### src/rtl/hazard_stall_controller.sv
// Pipeline sequencing controller for the 5-stage MIPS32 core: load-use bubbles,
// taken-branch flushes, data-memory waits/timeouts, post-reset quiet period, perf counters.
module hazard_stall_controller #(
  parameter int RESET_HOLD  = 4,
  parameter int MEM_TIMEOUT = 16,
  parameter int CNT_W       = 16
) (
  input  logic             Clk,
  input  logic             Reset,
  input  logic [5:0]       Opcode_ID,
  input  logic [4:0]       Rs_ID,
  input  logic [4:0]       Rt_ID,
  input  logic             MemRead_EX,
  input  logic [4:0]       Rt_EX,
  input  logic             MemAccess_MEM,
  input  logic             DMem_Ready,
  input  logic             Branch_Taken_MEM,
  output logic             PCWrite,
  output logic             IFID_Write,
  output logic             IFID_Flush,
  output logic             ID_Control_NOP,
  output logic             EXMEM_Flush,
  output logic             Pipe_Freeze,
  output logic             Mem_Error,
  output logic [CNT_W-1:0] Stall_Count,
  output logic [CNT_W-1:0] Flush_Count
);

  localparam int HOLD_W = (RESET_HOLD  < 2) ? 1 : $clog2(RESET_HOLD + 1);
  localparam int WAIT_W = $clog2(MEM_TIMEOUT + 1);

  localparam logic [5:0] OP_RTYPE = 6'b000000;
  localparam logic [5:0] OP_SW    = 6'b101011;
  localparam logic [5:0] OP_BEQ   = 6'b000100;
  localparam logic [5:0] OP_NOP   = 6'b100000;

  typedef enum logic [1:0] {
    INIT     = 2'd0,
    RUN      = 2'd1,
    MEM_WAIT = 2'd2,
    ERROR    = 2'd3
  } state_t;

  state_t             state_reg, state_next;
  logic [HOLD_W-1:0]  hold_cnt_reg, hold_cnt_next;
  logic [WAIT_W-1:0]  wait_cnt_reg, wait_cnt_next;
  logic [CNT_W-1:0]   stall_cnt_reg;
  logic [CNT_W-1:0]   flush_cnt_reg;
  logic               mem_error_reg;

  logic uses_rt;
  logic load_use;
  logic mem_stall;
  logic active;
  logic stall_event;
  logic flush_event;

  always_comb begin
    uses_rt   = (Opcode_ID == OP_RTYPE) || (Opcode_ID == OP_SW) || (Opcode_ID == OP_BEQ);
    load_use  = MemRead_EX && (Rt_EX != 5'd0) && (Opcode_ID != OP_NOP) &&
                ((Rt_EX == Rs_ID) || ((Rt_EX == Rt_ID) && uses_rt));
    mem_stall = MemAccess_MEM && !DMem_Ready;
    active    = (state_reg == RUN) || (state_reg == MEM_WAIT);
    // A branch coincident with a memory stall is frozen in MEM and counted once it proceeds.
    stall_event = active && (mem_stall || (load_use && !Branch_Taken_MEM));
    flush_event = active && !mem_stall && Branch_Taken_MEM;
  end

  always_comb begin
    state_next    = state_reg;
    hold_cnt_next = hold_cnt_reg;
    wait_cnt_next = wait_cnt_reg;
    case (state_reg)
      INIT: begin
        wait_cnt_next = '0;
        if (hold_cnt_reg == HOLD_W'(RESET_HOLD - 1)) begin
          state_next = RUN;
        end else begin
          hold_cnt_next = hold_cnt_reg + HOLD_W'(1);
        end
      end
      RUN: begin
        if (mem_stall) begin
          state_next    = MEM_WAIT;
          wait_cnt_next = WAIT_W'(1);
        end
      end
      MEM_WAIT: begin
        if (!mem_stall) begin
          state_next    = RUN;
          wait_cnt_next = '0;
        end else if (wait_cnt_reg == WAIT_W'(MEM_TIMEOUT - 1)) begin
          state_next = ERROR;
        end else begin
          wait_cnt_next = wait_cnt_reg + WAIT_W'(1);
        end
      end
      default: begin
        state_next = ERROR;
      end
    endcase
  end

  always_comb begin
    PCWrite        = 1'b0;
    IFID_Write     = 1'b0;
    IFID_Flush     = 1'b0;
    ID_Control_NOP = 1'b0;
    EXMEM_Flush    = 1'b0;
    Pipe_Freeze    = 1'b0;
    case (state_reg)
      INIT: begin
        // Let bubbles drain through the back end while fetch stays parked.
        IFID_Flush     = 1'b1;
        ID_Control_NOP = 1'b1;
        EXMEM_Flush    = 1'b1;
      end
      RUN, MEM_WAIT: begin
        if (mem_stall) begin
          Pipe_Freeze = 1'b1;
        end else if (Branch_Taken_MEM) begin
          PCWrite        = 1'b1;
          IFID_Write     = 1'b1;
          IFID_Flush     = 1'b1;
          ID_Control_NOP = 1'b1;
          EXMEM_Flush    = 1'b1;
        end else if (load_use) begin
          ID_Control_NOP = 1'b1;
        end else begin
          PCWrite    = 1'b1;
          IFID_Write = 1'b1;
        end
      end
      default: begin
        Pipe_Freeze = 1'b1;
      end
    endcase
  end

  always_ff @(posedge Clk or posedge Reset) begin
    if (Reset) begin
      state_reg     <= INIT;
      hold_cnt_reg  <= '0;
      wait_cnt_reg  <= '0;
      stall_cnt_reg <= '0;
      flush_cnt_reg <= '0;
      mem_error_reg <= 1'b0;
    end else begin
      state_reg    <= state_next;
      hold_cnt_reg <= hold_cnt_next;
      wait_cnt_reg <= wait_cnt_next;
      if (state_next == ERROR) begin
        mem_error_reg <= 1'b1;
      end
      if (stall_event && (stall_cnt_reg != {CNT_W{1'b1}})) begin
        stall_cnt_reg <= stall_cnt_reg + CNT_W'(1);
      end
      if (flush_event && (flush_cnt_reg != {CNT_W{1'b1}})) begin
        flush_cnt_reg <= flush_cnt_reg + CNT_W'(1);
      end
    end
  end

  assign Mem_Error   = mem_error_reg;
  assign Stall_Count = stall_cnt_reg;
  assign Flush_Count = flush_cnt_reg;

endmodule
### config.mk
export PLATFORM = sky130hd
export DESIGN_NAME = hazard_stall_controller
export DESIGN_NICKNAME = d
export VERILOG_FILES = /design/src/rtl/hazard_stall_controller.sv
export SDC_FILE = /design/constraint.sdc
export NUM_CORES = 1
export LEC_CHECK = 0
export CAP_MARGIN = 5
export CORE_ASPECT_RATIO = 1.75
export CORE_UTILIZATION = 52
export CTS_CLUSTER_DIAMETER = 60
export DETAILED_ROUTE_END_ITERATION = 8
export PLACE_DENSITY_LB_ADDON = 0.05
export SLEW_MARGIN = 15
export SYNTH_ARGS = -nofsm -noshare
export SYNTH_HDL_FRONTEND = slang
export SYNTH_SLANG_ARGS = --single-unit
### constraint.sdc
create_clock -name Clk -period 4.12 [get_ports Clk]
set_input_delay 0.824 -clock Clk [delete_from_list [all_inputs] [get_ports Clk]]
set_output_delay 0.824 -clock Clk [all_outputs]
set_load 0.005 [all_outputs]
==> results of run 1 <==
## synthesized netlist by cell type (3+ instances only)
cell	n
dfrtp_1	43
xnor2_1	20
nand2_1	19
xor2_1	19
nand4_1	13
nand3_1	12
o21ai_0	12
ha_1	10
nor2_1	10
inv_1	9
nor3_1	7
a21oi_1	5
and3_1	5
mux2_2	5
clkbuf_1	4
and2_1	3
and4_1	3
nor4b_1	3
or3_1	3
## stage by stage
stage          power (uW)  hold WS [ns]  instances
2_1_floorplan        1000         0.449        236
3_3_place_gp         1300         0.450        347
3_5_place_dp         1320         0.466        347
4_1_cts              1640         0.485        354
5_1_grt              1730         0.510        354
6_report             1620         0.480        354
## cell type report
type / instances / area share (%)
Multi-Input combinational cell: 176 / 39.4
Sequential cell: 43 / 33.5
Clock buffer: 6 / 2.26
Timing Repair Buffer: 68 / 20.9
Tap cell: 51 / 1.99
Clock inverter: 1 / 0.934
Inverter: 9 / 1.05
## worst paths after layout
check | endpoint | slack, ns | cells past startpoint
setup reg to reg | Flush_Count[15] | 1.84 | 7
setup / recovery | PCWrite | 0.28 | 7
hold / removal | Mem_Error | 0.48 | 1
min in group asynchronous | state_reg[1] | 0.97 | 3
max in group asynchronous | Stall_Count[7] | 2.78 | 3
hold reg to reg | Mem_Error | 0.48 | 1
## where the power goes
part | internal (uW) | total, uW | switching, uW
registers | 506 | 600 | 94.0
logic | 373 | 703 | 330
clock network | 178 | 316 | 139
total | 1060 | 1620 | 563
## metal layers
| metal | part of all wire [%] | routed length [um] | up-vias |
|---|---|---|---|
| li1 | - | - | 961 |
| met1 | 39 | 2040 | 958 |
| met2 | 54 | 2840 | 48 |
| met3 | 5.5 | 288 | 7 |
| met4 | 1.4 | 74 | 0 |
| met5 | 0 | 0 | - |
## cells by family (layout without fill, tap and decap cells)
| kind of cell | Yosys count | in the layout |
|---|---|---|
| mux | 5 | 5 |
| buf+inv | 17 | 84 |
| xor+xnor | 39 | 39 |
| flops | 43 | 43 |
| fa+ha+maj | 10 | 10 |
| compound gates | 28 | 28 |
| simple gates | 94 | 94 |
==> reports/metrics.cfg, run 1 <==
[clocking]
cts_hold_buf = 0
cts_tree = yes
cts_resized = 0
htree_levels = 2
cts_inserted_buffers = 5
clkLatencyLatePin_ns = 0.29
cts_root_buf = clkbuf_8
clk_pin_slew_ns = 0.08
clockBufferDepth = 2
cts_setup_buffers = 0
clock-sinks = 43

[sta]
period_needed_ns = 3.84
fin_setup_tns_ns = 0
rsz0062_at_grt = no
post-route-period-util_pct = 93.2
fmax_mhz = 260
clock_skew_ns = 0.00674
slew_viol_final = 0
fin_ws_ns = 0.280
setup_viol_count_final = 0
relSlewSlack_pct = 64.0
worstMarginPinSlew_ns = 0.541
finalHoldViolCount = 0

[critical_path]
worst-path-buf-inv = 2
slowest_delay_ns = 0.56
crit_family = buffers and inverters
cp.arrival_ns = 3.02
critPathKind = input pin to output pin
worst_ep_required_time_ns = 3.30
crit_path_cell_trace = clkdlybuf4s50_1 -> or4_1 -> o21ai_0 -> nor2_1 -> o21a_1 -> a21oi_1 -> clkdlybuf4s50_1
crit_path_start_kind = input pin
endpoint_kind = output pin
cp-startpoint = Rt_EX[1]
cp_common_cell = clkdlybuf4s50_1
r2r-start = state_reg[0]
worstPathMaxFanout = 3
crit_slowest_cell = or4_1

[yosys]
synthArstFlopShare_pct = 100
ys.flop_type = dfrtp_1
syn-cell-area_um2 = 2420
synth_edf_count = 0
synth_xor_area_share_pct = 14.1
muxShareOfSynthArea_pct = 2.33
synthTopCellsByArea = dfrtp_1 44%, xnor2_1 7.2%, xor2_1 6.9%
syn_area_per_cell_um2 = 10.3
synth_top_area_share_pct = 44.4
synth_fa_ha_area_share_pct = 5.17
seq_area_frac_synth_pct = 44.4
syn_nets = 273
yosys.cell_types.count = 40
synth_top_family_by_area = simple AND/OR/NAND/NOR gates
syn_inst = 236
synth_warnings = 0
synth_top_area_cell = dfrtp_1
synthSimpleGateAreaFrac_pct = 23.3
synth_seq_cells = 43
synth_compound_area_share_pct = 7.39

[route]
via_per_inst = 5.58
drt_pass1_iterations = 4
drt_iter0_drc = 40
num_vias = 1974
post_drt_wl_per_cell_um = 14.8
drc = 0
ant_nets = 0
wirelength_mm = 5.24

[finish]
fin_area_um2 = 3210
final_layout_size_suffix_gt1_share_pct = 7.26
area_growth_pct = 32.8
fill_cells = 360
diodes = 0
multiInputGateArea_um2 = 1260
final_cell_mix = 65 x clkdlybuf4s50_1, 43 x dfrtp_1, 20 x xnor2_1
final_core_util_pct = 72.3
fin_nets = 340
register_area_um2 = 1080
layout_commonest_cell = clkdlybuf4s50_1

[global_route]
grt_pass1_wl_mm = 8.51
use_met3_pct = 4.81
grt_max_degree = 44
grtUsageTotal_pct = 23.3
grt_pass1_vias = 1961
grt_use_met1_pct = 25.5
antenna_found_initial = 0
met2_usage_pct = 42.3
busiest_layer = met2
grt_overflow_total = 0

[floorplanning]
rows = 32
die_h_um = 92.3
dieWidth_um = 53.6
core_um2 = 4440
dieArea_um2 = 4940
io_pins = 66
start_util_pct = 54.5

[worst_hold_path]
min_path_type = register to register
hold_start = Mem_Error

[placed_design]
post-place-ws_ns = 0.256
io_buffers = 65
dp_hpwl_mm = 3.99
gp_congestion = 0.731
place_area_um2 = 3110

[status]
status = finished, final reports clean

[job]
maxCapViolations = 0

[power]
p_per_area_nw_per_um2 = 504
p_leak_uw = 0.00137
ir_worst_vdd_uv = 370

No activity file was read; power rests on OpenSTA's default activity.
==> inputs of run 2 (changes only) <==
--- a/config.mk
+++ b/config.mk
@@ -11,7 +11,6 @@
 export CTS_CLUSTER_DIAMETER = 60
 export DETAILED_ROUTE_END_ITERATION = 8
 export PLACE_DENSITY_LB_ADDON = 0.05
-export SLEW_MARGIN = 15
 export SYNTH_ARGS = -nofsm -noshare
 export SYNTH_HDL_FRONTEND = slang
 export SYNTH_SLANG_ARGS = --single-unit
==> results of run 2 <==
No change in the layout: final DEF, timing and power equal those of run 1.
